**src/rtl/overlay_pkg.sv**
```systemverilog
// Shared types and constants for the overlay mixer: FSM states, alpha table,
// RGB field positions and the default transparent key colour.
package overlay_pkg;

    typedef enum logic {SYNC, RUN} state_t;

    localparam int CH_W = 8;
    localparam int R_LO = 16;
    localparam int G_LO = 8;
    localparam int B_LO = 0;

    localparam logic [23:0] KEY_COLOR_DEFAULT = 24'h00FF00;

    // Alpha is in quarters so 4 means fully opaque overlay.
    function automatic logic [2:0] alpha_lut(input logic [1:0] sel);
        case (sel)
            2'b00:   return 3'd0;
            2'b01:   return 3'd1;
            2'b10:   return 3'd2;
            default: return 3'd4;
        endcase
    endfunction

endpackage

```
**src/rtl/overlay_blend_channel.sv**
```systemverilog
// One 8-bit colour channel: (ovl*a + bg*(4-a)) >> 2, registered output.
// Latency 1 cycle; no backpressure.
module overlay_blend_channel
    import overlay_pkg::*;
(
    input  logic            clk,
    input  logic            rst_n,
    input  logic [CH_W-1:0] ovl,
    input  logic [CH_W-1:0] bg,
    input  logic [2:0]      alpha,
    output logic [CH_W-1:0] blend
);

    logic [2:0]  inv_alpha;
    logic [10:0] ovl_term;
    logic [10:0] bg_term;
    logic [10:0] sum;

    always_comb begin
        inv_alpha = 3'd4 - alpha;
        ovl_term  = 11'(ovl) * 11'(alpha);
        bg_term   = 11'(bg) * 11'(inv_alpha);
        sum       = ovl_term + bg_term;
    end

    always_ff @(posedge clk or negedge rst_n) begin
        if (!rst_n) blend <= '0;
        else        blend <= CH_W'(sum >> 2);
    end

endmodule

```
**src/rtl/overlay_mixer.sv**
```systemverilog
// Blends FIFO overlay pixels onto a background colour inside a fixed window.
// Latency 2 cycles; pixReady only in window while RUN, starvation drops to SYNC.
module overlay_mixer
    import overlay_pkg::*;
#(
    parameter int          hBusWidth = 12,
    parameter int          vBusWidth = 12,
    parameter int          OVL_X     = 0,
    parameter int          OVL_Y     = 0,
    parameter int          OVL_W     = 640,
    parameter int          OVL_H     = 480,
    parameter logic [23:0] KEY_COLOR = KEY_COLOR_DEFAULT
) (
    input  logic                 clock_50,
    input  logic                 masterReset_n,
    input  logic                 deIn,
    input  logic                 hsyncIn,
    input  logic                 vsyncIn,
    input  logic [hBusWidth-1:0] hCount,
    input  logic [vBusWidth-1:0] vCount,
    input  logic [23:0]          pixData,
    input  logic                 pixValid,
    output logic                 pixReady,
    input  logic [23:0]          bgColor,
    input  logic [3:0]           sw,
    input  logic                 key0,
    output logic [23:0]          rgbOut,
    output logic                 deOut,
    output logic                 hsyncOut,
    output logic                 vsyncOut,
    output logic                 frameStart,
    output logic                 underflow
);

    // One extra bit so OVL_X+OVL_W cannot wrap at the counter width.
    localparam int X_END_I = OVL_X + OVL_W;
    localparam int Y_END_I = OVL_Y + OVL_H;
    localparam logic [hBusWidth:0] X_LO = OVL_X[hBusWidth:0];
    localparam logic [hBusWidth:0] X_HI = X_END_I[hBusWidth:0];
    localparam logic [vBusWidth:0] Y_LO = OVL_Y[vBusWidth:0];
    localparam logic [vBusWidth:0] Y_HI = Y_END_I[vBusWidth:0];

    state_t      state, state_nxt;
    logic        vsync_d, vs_rise, hit, take, starve, keyed;
    logic [3:0]  cfg;
    logic [2:0]  alpha_eff;
    logic [hBusWidth:0] h_ext;
    logic [vBusWidth:0] v_ext;

    logic [23:0] s1_ovl, s1_bg;
    logic [2:0]  s1_alpha;
    logic        s1_de, s1_hs, s1_vs;

    always_comb begin
        h_ext     = {1'b0, hCount};
        v_ext     = {1'b0, vCount};
        hit       = deIn && (h_ext >= X_LO) && (h_ext < X_HI)
                         && (v_ext >= Y_LO) && (v_ext < Y_HI);
        vs_rise   = vsyncIn & ~vsync_d;
        pixReady  = (state == RUN) & hit;
        take      = pixReady & pixValid;
        starve    = pixReady & ~pixValid;
        keyed     = cfg[2] & (pixData == KEY_COLOR);
        alpha_eff = (cfg[3] & take & ~keyed) ? alpha_lut(cfg[1:0]) : 3'd0;

        // Starvation wins over a coincident vsync rise.
        state_nxt = state;
        if (state == RUN) begin
            if (starve) state_nxt = SYNC;
        end else if (vs_rise) begin
            state_nxt = RUN;
        end
    end

    always_ff @(posedge clock_50 or negedge masterReset_n) begin
        if (!masterReset_n) begin
            state      <= SYNC;
            vsync_d    <= 1'b0;
            cfg        <= '0;
            frameStart <= 1'b0;
            underflow  <= 1'b0;
        end else begin
            state      <= state_nxt;
            vsync_d    <= vsyncIn;
            frameStart <= vs_rise;
            if (vs_rise) cfg <= sw;
            if (starve)    underflow <= 1'b1;
            else if (key0) underflow <= 1'b0;
        end
    end

    // Stage 1: zeroing bg outside DE makes the blend produce black there.
    always_ff @(posedge clock_50 or negedge masterReset_n) begin
        if (!masterReset_n) begin
            s1_ovl   <= '0;
            s1_bg    <= '0;
            s1_alpha <= '0;
            s1_de    <= 1'b0;
            s1_hs    <= 1'b0;
            s1_vs    <= 1'b0;
            deOut    <= 1'b0;
            hsyncOut <= 1'b0;
            vsyncOut <= 1'b0;
        end else begin
            s1_ovl   <= take ? pixData : 24'h0;
            s1_bg    <= deIn ? bgColor : 24'h0;
            s1_alpha <= alpha_eff;
            s1_de    <= deIn;
            s1_hs    <= hsyncIn;
            s1_vs    <= vsyncIn;
            deOut    <= s1_de;
            hsyncOut <= s1_hs;
            vsyncOut <= s1_vs;
        end
    end

    overlay_blend_channel u_blend_r (
        .clk   (clock_50),
        .rst_n (masterReset_n),
        .ovl   (s1_ovl[R_LO +: CH_W]),
        .bg    (s1_bg[R_LO +: CH_W]),
        .alpha (s1_alpha),
        .blend (rgbOut[R_LO +: CH_W])
    );

    overlay_blend_channel u_blend_g (
        .clk   (clock_50),
        .rst_n (masterReset_n),
        .ovl   (s1_ovl[G_LO +: CH_W]),
        .bg    (s1_bg[G_LO +: CH_W]),
        .alpha (s1_alpha),
        .blend (rgbOut[G_LO +: CH_W])
    );

    overlay_blend_channel u_blend_b (
        .clk   (clock_50),
        .rst_n (masterReset_n),
        .ovl   (s1_ovl[B_LO +: CH_W]),
        .bg    (s1_bg[B_LO +: CH_W]),
        .alpha (s1_alpha),
        .blend (rgbOut[B_LO +: CH_W])
    );

endmodule

```
**config.mk**
```make
export PLATFORM = sky130hd
export DESIGN_NAME = overlay_mixer
export DESIGN_NICKNAME = d
export VERILOG_FILES = /design/src/rtl/overlay_pkg.sv /design/src/rtl/overlay_blend_channel.sv /design/src/rtl/overlay_mixer.sv
export SDC_FILE = /design/constraint.sdc
export NUM_CORES = 1
export LEC_CHECK = 0
export CORE_MARGIN = 2
export CORE_UTILIZATION = 54
export DETAILED_ROUTE_END_ITERATION = 8
export GPL_TIMING_DRIVEN = 0
export PLACE_DENSITY = 0.81
export SYNTH_ARGS = -nofsm -noshare
export SYNTH_HDL_FRONTEND = slang
export SYNTH_SLANG_ARGS = --single-unit
```
**constraint.sdc**
```tcl
create_clock -name clock_50 -period 5.4 [get_ports clock_50]
set_clock_uncertainty 0.05 [all_clocks]
set_input_delay 1.35 -clock clock_50 [delete_from_list [all_inputs] [get_ports clock_50]]
set_output_delay 1.35 -clock clock_50 [all_outputs]
set_load 0.02 [all_outputs]
```
==> flow_summary_export.csv <==
group,metric,value,unit
clock_network,clock_latency,350,ps
worst_setup_path,endpoint_kind,"flip-flop",
worst_setup_path,arrival,5360,ps
place,portBuffers,100,
clock_network,cts.reportedPaths.clkPinSlew,70,ps
place,gp_congestion,0.8675,
min_path,worstHoldPathCells,0,
timing,hold_viol,0,
floorplanning,start_util,55.18,%
global_routing,grtUsageMet1,28.95,%
clock_network,numCtsBuffers,9,
synth,synth_seq_cells,88,
synth,synth.area.top_cells,"dfrtp_1 33%, fa_1 25%, and2_1 13%",
clock_network,post_cts_buffers,0,
synth,syn-cell-area,6600,µm²
worst_setup_path,crit_required,5630,ps
timing,slew-limit-headroom,61.96,%
synth,yosys.area.top_type,"dfrtp_1",
detailed_routing,wirelength,13.95,mm
detailed_routing,vias,4603,
synth,synth-edff-count,0,
power_and_ir_drop,powerDensity,184.2,nW/µm²
clock_network,cts_root_buf,"clkbuf_16",
floorplanning,row_count,40,
timing,min_period,5129,ps
detailed_routing,wire_per_inst,15.59,µm
worst_setup_path,cpPeakStageDelay,540,ps
detailed_routing,ant_nets,0,
worst_setup_path,worstPathMaxFanout,10,
worst_setup_path,critical_path.cell_chain,"clkbuf_2 -> inv_1 -> ha_1 -> xor2_4 -> buf_2 -> and2_1 -> fa_1 -> fa_1 -> inv_1 -> fa_1 -> inv_1 -> ha_1 -> a21oi_1 -> nor2b_1 -> o31a_1 -> o41ai_1 -> xnor2_1",
layout,stdcell_area,8112,µm²
timing,setup_viol,0,
status,status,"complete, no violations",
worst_setup_path,cpMaxStageDelayCell,"dfrtp_1",
synth,synth_nets,833,
place,place_area,7810,µm²
timing,slew_viol_final,0,
clock_network,cts_tree,"built",
global_routing,busiest_layer,"met2",
global_routing,grt_max_degree,62,
place,dpl.hpwl,11.04,mm
synth,synth_cells,632,
global_routing,grt_pass1_wl,23.35,mm
clock_network,cts_max_path_buffers,2,
synth,synth.top_cell.area_share,33.36,%
timing,fmax,0.1950,GHz
min_path,hold_start,"s1_hs",
detailed_routing,drc_errors,0,
worst_setup_path,reg2reg_slack,270,ps
global_routing,grt.total_usage,23.57,%
min_path,worstHoldEndpoint,"hsyncOut",
layout,syn2layout_area_growth,22.90,%
layout,drive_gt1_share,4.545,%
global_routing,antenna_found_initial,0,
worst_setup_path,crit-reg2reg-launch,"s1_alpha[0]",
synth,synthFlopType,"dfrtp_1",
synth,ys_types,36,
worst_setup_path,path_buf_inv,5,
worst_setup_path,cp-start-kind,"flip-flop",
power_and_ir_drop,leakagePower,3.756,nW
floorplanning,io-pin-count,113,
global_routing,grtUsageMet2,41.70,%
min_path,min_path_type,"reg2reg",
layout,nets,944,
floorplanning,die_w,114.6,µm
layout,n_antenna_cell,0,
clock_network,cts_hold_buf,0,
detailed_routing,avgViaCountPerCell,5.143,
synth,async_flop_share,100.0,%
floorplanning,dieHeight,114.6,µm
timing,rsz0062_at_grt,"no",
clock_network,clkSinkCount,88,
detailed_routing,drt_iter0_markers,233,
global_routing,first_global_vias,4983,
synth,synth_seq_area_share,33.36,%
layout,n_fill_cell,866,
timing,period_share,94.99,%
worst_setup_path,crit_type,"reg2reg",
synth,yosys_warnings,0,
floorplanning,die-area,13120,µm²
flow_run,maxCapViolations,0,
clock_network,htree_num_levels,3,
detailed_routing,firstDrtPassIters,5,
synth,avgSynthCellArea,10.44,µm²
power_and_ir_drop,p_total,1.494,mW
timing,worst_pin_slew,570.5,ps
worst_setup_path,r2r_cells,17,
global_routing,grt_overflow,0,
floorplanning,core-area,11960,µm²
worst_setup_path,path_delay_family,"adder cells",
power_and_ir_drop,ir_worst_vdd,0.0001545,V
worst_setup_path,r2r_end,"u_blend_r.blend[7]",
synth,yosysMostFrequentCell,"and2_1",
worst_setup_path,crit_start,"s1_alpha[0]",
synth,ys_top_cells_by_count,"137 x and2_1, 107 x inv_1, 88 x dfrtp_1",
global_routing,use_met3,5.241,%
routing by layer:
layer / wire (µm) / vias to the layer above
met5: 0 / -
met4: 275 / 0
met3: 853 / 23
met2: 7179 / 142
met1: 5644 / 2309
li1: - / 2129
final cells by class:
cell class              count  area, µm²  share of cell area, %
flip-flops and latches     88       2202                  27.15
well taps                 147      183.9                  2.267
repair buffers            101       1026                  12.65
clock inverters             7      61.31                 0.7558
multi-input cells         418       3933                  48.48
clock buffers               9      225.2                  2.776
inverters                 107      401.6                  4.951
plain buffers              18      78.83                 0.9718
cell families after synthesis:
kind of cell    Yosys count  synth area share [%]
buf+inv                 126                 7.223
flops                    88                 33.36
xor+xnor                 32                 4.360
simple gates            238                 20.25
compound gates           27                 2.711
mux                       3                0.5118
fa+ha+maj               118                 31.58
registers in the layout, summed over array words and instances, names as in the netlist:
| name | count |
|---|---|
| frameStart | 1 |
| u_blend_r.blend | 8 |
| s1_alpha | 3 |
| cfg | 4 |
| u_blend_b.blend | 8 |
| u_blend_g.blend | 8 |
| s1_ovl | 24 |
| s1_hs | 1 |
| hsyncOut | 1 |
| s1_bg | 24 |
| s1_vs | 1 |
| vsyncOut | 1 |
| s1_de | 1 |
| state | 1 |
| deOut | 1 |
| underflow | 1 |
cell usage in the layout, fill, tap and decap left out, types with 20 or more instances in the layout:
| master | synthesis | final |
|---|---|---|
| dfrtp_1 | 88 | 88 |
| fa_1 | 81 | 81 |
| nor2_1 | 20 | 20 |
| ha_1 | 37 | 37 |
| clkdlybuf4s50_1 | 0 | 99 |
| and2_1 | 137 | 137 |
| xnor2_1 | 27 | 27 |
| inv_1 | 107 | 107 |
| nand2_1 | 51 | 51 |
worst max-delay path by stage:
| stage | to | slack [ps] | depth (start not counted) |
|---|---|---|---|
| floorplan | u_blend_r.blend[6] | 800 | 18 |
| global placement | u_blend_r.blend[7] | -250 | 18 |
| detailed placement | u_blend_r.blend[7] | -320 | 18 |
| CTS | u_blend_r.blend[7] | 4 | 17 |
| global route | u_blend_r.blend[6] | 7 | 17 |
| finish | u_blend_r.blend[7] | 270 | 17 |
worst reg2reg max path: stages (launching register included):
cell      delay, ps
dfrtp_1         540
clkbuf_2        340
inv_1            80
ha_1            260
xor2_4          290
buf_2           350
and2_1          210
fa_1            420
fa_1            540
inv_1            60
fa_1            520
inv_1            70
ha_1            290
a21oi_1         160
nor2b_1          80
o31a_1          280
o41ai_1         380
xnor2_1         170
power by group:
group	internal (mW)	total, mW	switching [mW]
logic	0.102	0.186	0.0839
clock network	0.321	0.610	0.289
registers	0.685	0.699	0.0142
total	1.11	1.49	0.387
stage by stage:
stage | hold slack, ps | utilization, % | cells | setup slack [ps] | TNS, ps
floorplan | 281.2 | - | 632 | 799.6 | 0
global route | 314.1 | 67.81 | 895 | 7.127 | 0
detailed placement | 285.8 | 65.29 | 880 | -320.0 | -1325
CTS | 302.1 | 67.71 | 896 | 3.956 | 0
finish | 301.0 | 67.81 | 895 | 270.5 | 0
global placement | 284.7 | 65.08 | 879 | -250.3 | -11080
what timing repair did:
| item | in CTS | in global routing |
|---|---|---|
| setup endpoints to repair | 10 | 7 |
| pin swaps | 0 | 0 |
| resized for setup | 2 | 10 |
Power figures use the tool's default switching activity.
